## src/rtl/lsu_pkg.sv

```systemverilog
// lsu_pkg: shared types and constants for the load/store unit
package lsu_pkg;
  localparam int LSU_XLEN = 32;
  localparam int XLEN_BYTES = LSU_XLEN / 8;
  typedef enum logic [2:0] {
    LSU_B  = 3'b000,
    LSU_H  = 3'b001,
    LSU_W  = 3'b010,
    LSU_BU = 3'b100,
    LSU_HU = 3'b101
  } lsu_funct3_t;
  typedef enum logic [1:0] {IDLE, EXEC, RESP} lsu_state_t;
endpackage

```

## src/rtl/lsu_align.sv

```systemverilog
// lsu_align: load lane extract/extend and store lane merge on one 32-bit word
module lsu_align
  import lsu_pkg::*;
(
  input  logic [LSU_XLEN-1:0] word_i,
  input  logic [LSU_XLEN-1:0] wdata_i,
  input  logic [1:0]          off_i,
  input  logic [2:0]          funct3_i,
  output logic [LSU_XLEN-1:0] load_o,
  output logic [LSU_XLEN-1:0] store_o
);
  function automatic logic [LSU_XLEN-1:0] load_ext(input logic [LSU_XLEN-1:0] w, input logic [1:0] off,
                                                   input logic [2:0] f3);
    logic [LSU_XLEN-1:0] s;
    s = w >> {off, 3'b000};
    return f3 == LSU_B  ? {{24{s[7]}}, s[7:0]} :
           f3 == LSU_H  ? {{16{s[15]}}, s[15:0]} :
           f3 == LSU_BU ? {24'b0, s[7:0]} :
           f3 == LSU_HU ? {16'b0, s[15:0]} : w;
  endfunction

  function automatic logic [LSU_XLEN-1:0] store_merge(input logic [LSU_XLEN-1:0] old, input logic [LSU_XLEN-1:0] wd,
                                                      input logic [1:0] off, input logic [1:0] size);
    logic [XLEN_BYTES-1:0] m;
    logic [LSU_XLEN-1:0] s, r;
    m = size == 2'b00 ? XLEN_BYTES'(1) << off :
        size == 2'b01 ? XLEN_BYTES'(3) << {off[1], 1'b0} : '1;
    s = wd << {off, 3'b000};
    for (int i = 0; i < XLEN_BYTES; i++) r[8*i +: 8] = m[i] ? s[8*i +: 8] : old[8*i +: 8];
    return r;
  endfunction

  assign load_o  = load_ext(word_i, off_i, funct3_i);
  assign store_o = store_merge(word_i, wdata_i, off_i, funct3_i[1:0]);
endmodule

```

## src/rtl/load_store_unit.sv

```systemverilog
// load_store_unit: RV32 byte-addressed load/store front end for data_memory,
// with read-modify-write sub-word stores and misalign/out-of-range trapping.
module load_store_unit
  import lsu_pkg::*;
#(
  parameter int XLEN        = LSU_XLEN,
  parameter int ENTRY_COUNT = 1024,
  parameter int ADDR_WIDTH  = $clog2(ENTRY_COUNT)
) (
  input  logic                  clk,
  input  logic                  rst_n,
  input  logic                  req_valid,
  output logic                  req_ready,
  input  logic                  req_we,
  input  logic [2:0]            req_funct3,
  input  logic [XLEN-1:0]       req_addr,
  input  logic [XLEN-1:0]       req_wdata,
  output logic                  resp_valid,
  output logic [XLEN-1:0]       resp_rdata,
  output logic                  resp_misalign,
  output logic                  resp_oob,
  output logic [ADDR_WIDTH-1:0] mem_readAddr,
  output logic [ADDR_WIDTH-1:0] mem_writeAddr,
  output logic [XLEN-1:0]       mem_writeData,
  output logic                  mem_writeEn,
  input  logic [XLEN-1:0]       mem_readData
);
  localparam logic [XLEN-1:0] ADDR_LIMIT = XLEN'(4 * ENTRY_COUNT);

  lsu_state_t state_q, state_d;
  logic we_q, mis_q, oob_q;
  logic [2:0] f3_q;
  logic [ADDR_WIDTH+1:0] addr_q;
  logic [XLEN-1:0] wdata_q, rdata_q, load_data, store_data;
  logic accept, bad_f3, oob_d, mis_d;

  assign accept = req_valid && req_ready;
  assign bad_f3 = req_we ? req_funct3[2] | (&req_funct3[1:0]) : (&req_funct3[1:0]) | (&req_funct3[2:1]);
  assign oob_d  = bad_f3 || req_addr >= ADDR_LIMIT;
  // oob takes precedence, so misalign is only reported for in-range, legal funct3
  assign mis_d  = !oob_d && ((req_funct3[1:0] == 2'b01 && req_addr[0]) ||
                             (req_funct3[1:0] == 2'b10 && req_addr[1:0] != 2'b00));

  always_comb state_d = state_q == IDLE ? (accept ? EXEC : IDLE) : state_q == EXEC ? RESP : IDLE;

  always_ff @(posedge clk) begin
    if (!rst_n) begin
      state_q <= IDLE;
      we_q    <= 1'b0;
      f3_q    <= '0;
      addr_q  <= '0;
      wdata_q <= '0;
      mis_q   <= 1'b0;
      oob_q   <= 1'b0;
      rdata_q <= '0;
    end else begin
      state_q <= state_d;
      if (accept) begin
        we_q    <= req_we;
        f3_q    <= req_funct3;
        addr_q  <= req_addr[ADDR_WIDTH+1:0];
        wdata_q <= req_wdata;
        mis_q   <= mis_d;
        oob_q   <= oob_d;
      end
      if (state_q == EXEC) rdata_q <= !we_q && !mis_q && !oob_q ? load_data : '0;
    end
  end

  lsu_align u_align (
    .word_i   (mem_readData),
    .wdata_i  (wdata_q),
    .off_i    (addr_q[1:0]),
    .funct3_i (f3_q),
    .load_o   (load_data),
    .store_o  (store_data)
  );

  assign req_ready     = state_q == IDLE;
  assign resp_valid    = state_q == RESP;
  assign resp_rdata    = rdata_q;
  assign resp_misalign = resp_valid && mis_q;
  assign resp_oob      = resp_valid && oob_q;
  assign mem_readAddr  = addr_q[ADDR_WIDTH+1:2];
  assign mem_writeAddr = addr_q[ADDR_WIDTH+1:2];
  assign mem_writeData = state_q == EXEC ? store_data : '0;
  // reset in EXEC must not let a half-finished store reach memory
  assign mem_writeEn   = rst_n && state_q == EXEC && we_q && !mis_q && !oob_q;
endmodule
```

## config.mk

```make
export PLATFORM = sky130hd
export DESIGN_NAME = load_store_unit
export DESIGN_NICKNAME = d
export VERILOG_FILES = /design/src/rtl/lsu_pkg.sv /design/src/rtl/lsu_align.sv /design/src/rtl/load_store_unit.sv
export SDC_FILE = /design/constraint.sdc
export NUM_CORES = 1
export LEC_CHECK = 0
export BUFFER_PORTS_ARGS = -buffer_cell sky130_fd_sc_hd__buf_4
export CORE_MARGIN = 2
export CORE_UTILIZATION = 35
export DETAILED_ROUTE_END_ITERATION = 8
export SYNTH_ARGS = -nofsm -noshare
export SYNTH_HDL_FRONTEND = slang
export SYNTH_HIERARCHICAL = 1
export SYNTH_SLANG_ARGS = --single-unit
```

## constraint.sdc

```tcl
create_clock -name clk -period 3.4 [get_ports clk]
set_input_delay 0.68 -clock clk [delete_from_list [all_inputs] [get_ports clk]]
set_output_delay 0.68 -clock clk [all_outputs]
set_load 0.02 [all_outputs]
```

==> impl_metrics.py <==
metrics = {
    "layout": {
        "fin_cells": 965,
        "drive_gt1_share_pct": 30.9,
        "area_growth_pct": 32.0,
        "n_antenna_cell": 0,
        "fin_nets": 879,
        "filler_cell_count": 1481,
        "final_core_util_pct": 47.0,
    },
    "floorplanning": {
        "core_region_area_um2": 14400,
        "die_area_um2": 15600,
        "pin_count": 192,
        "die_y_um": 125,
        "start_util_pct": 35.6,
        "num_rows": 44,
        "die_w_um": 125,
    },
    "drt": {
        "drt-met1-wl_um": 7720,
        "routed-wl-met2_um": 8480,
        "drc": 0,
        "num_vias": 5235,
        "first_iter_violations": 552,
        "viasPerCell": 5.42,
        "ant_nets": 0,
        "totalWireLength_um": 17700,
        "wl_per_cell_um": 18.4,
        "highest_layer": "met4",
        "met3_length_um": 1350,
        "firstDrtPassIters": 6,
    },
    "place": {
        "gp_congestion": 0.857,
        "dp.final_hpwl_um": 13300,
        "portBuffers": 191,
        "dpl.cell_count": 949,
    },
    "yosys": {
        "synth_fp_nets": 741,
        "synthDistinctLibCells": 43,
        "ys_async_sr_fraction_pct": 0,
        "yosysSeqAreaShare_pct": 32.8,
        "synth-edff-count": 0,
        "synthFlopType": "dfxtp_1",
        "syn_area_um2": 5130,
        "synth_seq_cells": 84,
        "syn_inst": 638,
        "ys_warn_count": 6,
        "postSynthAreaPerCell_um2": 8.04,
    },
    "setup_path": {
        "r2r_start": "addr_q[0]",
        "max_stage_delay_ps": 440,
        "cp-startpoint": "addr_q[0]",
        "critPathRequiredTime_ps": 2720,
        "cp_max_fo": 28,
        "cp_common_cell": "buf_4",
        "critPathBufInv": 2,
        "crit_slowest_cell": "dfxtp_2",
        "cp-start-kind": "flop",
        "cp_top_family": "multiplexers",
        "cp_data_arrival_time_ps": 2190,
        "crit_type": "flop to output port",
        "critPathCaptureType": "output port",
        "crit_chain": "buf_4 > mux2i_1 > a21oi_1 > mux2_2 > and2_1 > buf_4",
    },
    "min_path": {
        "hp-start": "wdata_q[31]",
        "worstHoldPathType": "flop to flop",
    },
    "global_route": {
        "grt_antenna_before_repair": 0,
        "grt-ovfl-total": 0,
        "grt_pass1_wl_um": 27600,
        "grt_max_degree": 85,
        "grt_pass1_vias": 5062,
        "track_usage_pct": 22.0,
    },
    "sta": {
        "tightest_slew_ps": 1290,
        "fin_skew_ps": 6.16,
        "drv_slew": 0,
        "fmax_mhz": 348,
        "tns_ps": 0,
        "hold_violations": 0,
        "setup_viol": 0,
        "rsz0062_at_grt": "no",
        "period_minus_slack_ps": 2870,
        "min_period_over_period_pct": 84.5,
        "slew_headroom_pct": 13.8,
    },
    "power": {
        "cellLeakagePower_nw": 2.86,
        "vdd_drop_max_v": 0.000303,
        "pwr_density_cell_nw_per_um2": 405,
    },
    "clocking": {
        "cts_sinks": 84,
        "cts_resized": 0,
        "cts_inserted_buffers": 9,
        "cts.clk_slew.worst_paths_ps": 60,
        "cts_tree": "yes",
        "cts_root_buf": "clkbuf_16",
        "htreeDepth": 3,
        "ctsHoldBuffers": 0,
        "clock_path_buffers": 2,
        "clk_latency_ps": 350,
        "cts_setup_buffers": 0,
    },
    "run_status": {
        "outcome": "complete, no violations",
    },
    "job": {
        "maxCapViolCount": 0,
    },
}
## stage by stage
step / setup WS (ps) / power (mW) / cell area, um^2 / hold WS (ps)
2_1_floorplan: 1070 / 1.54 / 5130 / 439
3_3_place_gp: 897 / 1.81 / 6480 / 454
3_5_place_dp: 890 / 1.82 / 6480 / 462
4_1_cts: 504 / 2.76 / 6770 / 471
5_1_grt: 362 / 2.87 / 6770 / 488
6_report: 526 / 2.74 / 6770 / 468
## power breakdown
group,total (mW),switching (mW),internal (mW)
Sequential,1.09,0.0514,1.04
Clock,0.946,0.411,0.534
Combinational,0.707,0.388,0.319
Total,2.74,0.851,1.89
## worst min-delay path: stages (launching register included)
cell and delay, ps:
dfxtp_1 310, nand2_1 40, a21boi_0 60
## cell usage in the layout, fill, tap and decap left out, types with 3 or more instances in the layout
master,n
a211oi_1,8
a21boi_0,48
a21o_1,17
a21oi_1,33
a222oi_1,7
a22o_1,8
a22oi_1,7
a32oi_1,32
and2_1,36
buf_4,202
clkbuf_16,9
clkinvlp_4,3
dfxtp_1,83
inv_1,5
mux2_2,15
mux2i_1,20
nand2_1,115
nand2b_1,4
nor2_1,14
nor2b_1,52
nor4_1,5
o21ai_0,22
o31ai_1,9
## registers in the layout, indices dropped and copies added, names as in the netlist
signal and flops:
mis_q 1, oob_q 1, wdata_q 32, state_q 2, f3_q 3, we_q 1, addr_q 12, resp_rdata 32
## layout make-up
class | instances | area, um^2 | area share (%)
multi-input cells | 474 | 3040 | 44.8
well taps | 184 | 230 | 3.40
clock buffers | 11 | 253 | 3.73
clock inverters | 5 | 36.3 | 0.536
inverters | 5 | 18.8 | 0.277
repair buffers | 202 | 1520 | 22.4
flip-flops and latches | 84 | 1680 | 24.8
## per-layer routing
layer  vias to the layer above  GRT usage, %
li1                       2527             -
met1                      2468          28.2
met2                       229          37.5
met3                        11          5.82
met4                         0          4.38
met5                         -             0
## path summary, 6_finish.rpt
path                                           to  slack [ps]  depth (start not counted)
worst max register to register     resp_rdata[21]         970                          7
worst max-delay path            mem_writeData[25]         530                          6
worst min register to register        wdata_q[31]         470                          2
worst min-delay path                  wdata_q[31]         470                          2
## synth_stat cells, drive strengths merged (2+ instances only)
cell	n	area, um^2
mux2	15	169
o22ai	2	12.5
o31ai	9	67.6
nor4b	2	32.5
buf	40	270
nor2	14	52.6
nand3	2	10.0
nand2b	4	25.0
nor4	5	31.3
a21o	17	128
clkbuf	35	131
mux2i	20	200
nor3	2	21.3
a22oi	7	52.6
o21ai	24	120
a32oi	32	280
a22o	8	70.1
dfxtp	84	1680
nand2	115	432
a211oi	8	60.1
inv	5	18.8
a222oi	7	70.1
and2	36	225
a21oi	33	165
o21ba	2	20.0
a21boi	48	360
nor2b	52	325
## kinds of logic (layout without fill, tap and decap cells)
family	after synthesis	count (layout)	synth area share (%)
buffers and inverters	80	223	8.19
AND/OR/NAND/NOR	236	236	23.2
AO/OA/AOI/OAI	202	202	28.3
flip-flops	84	84	32.8
multiplexers	36	36	7.63
Note: power is estimated with default switching activity, not from simulation.
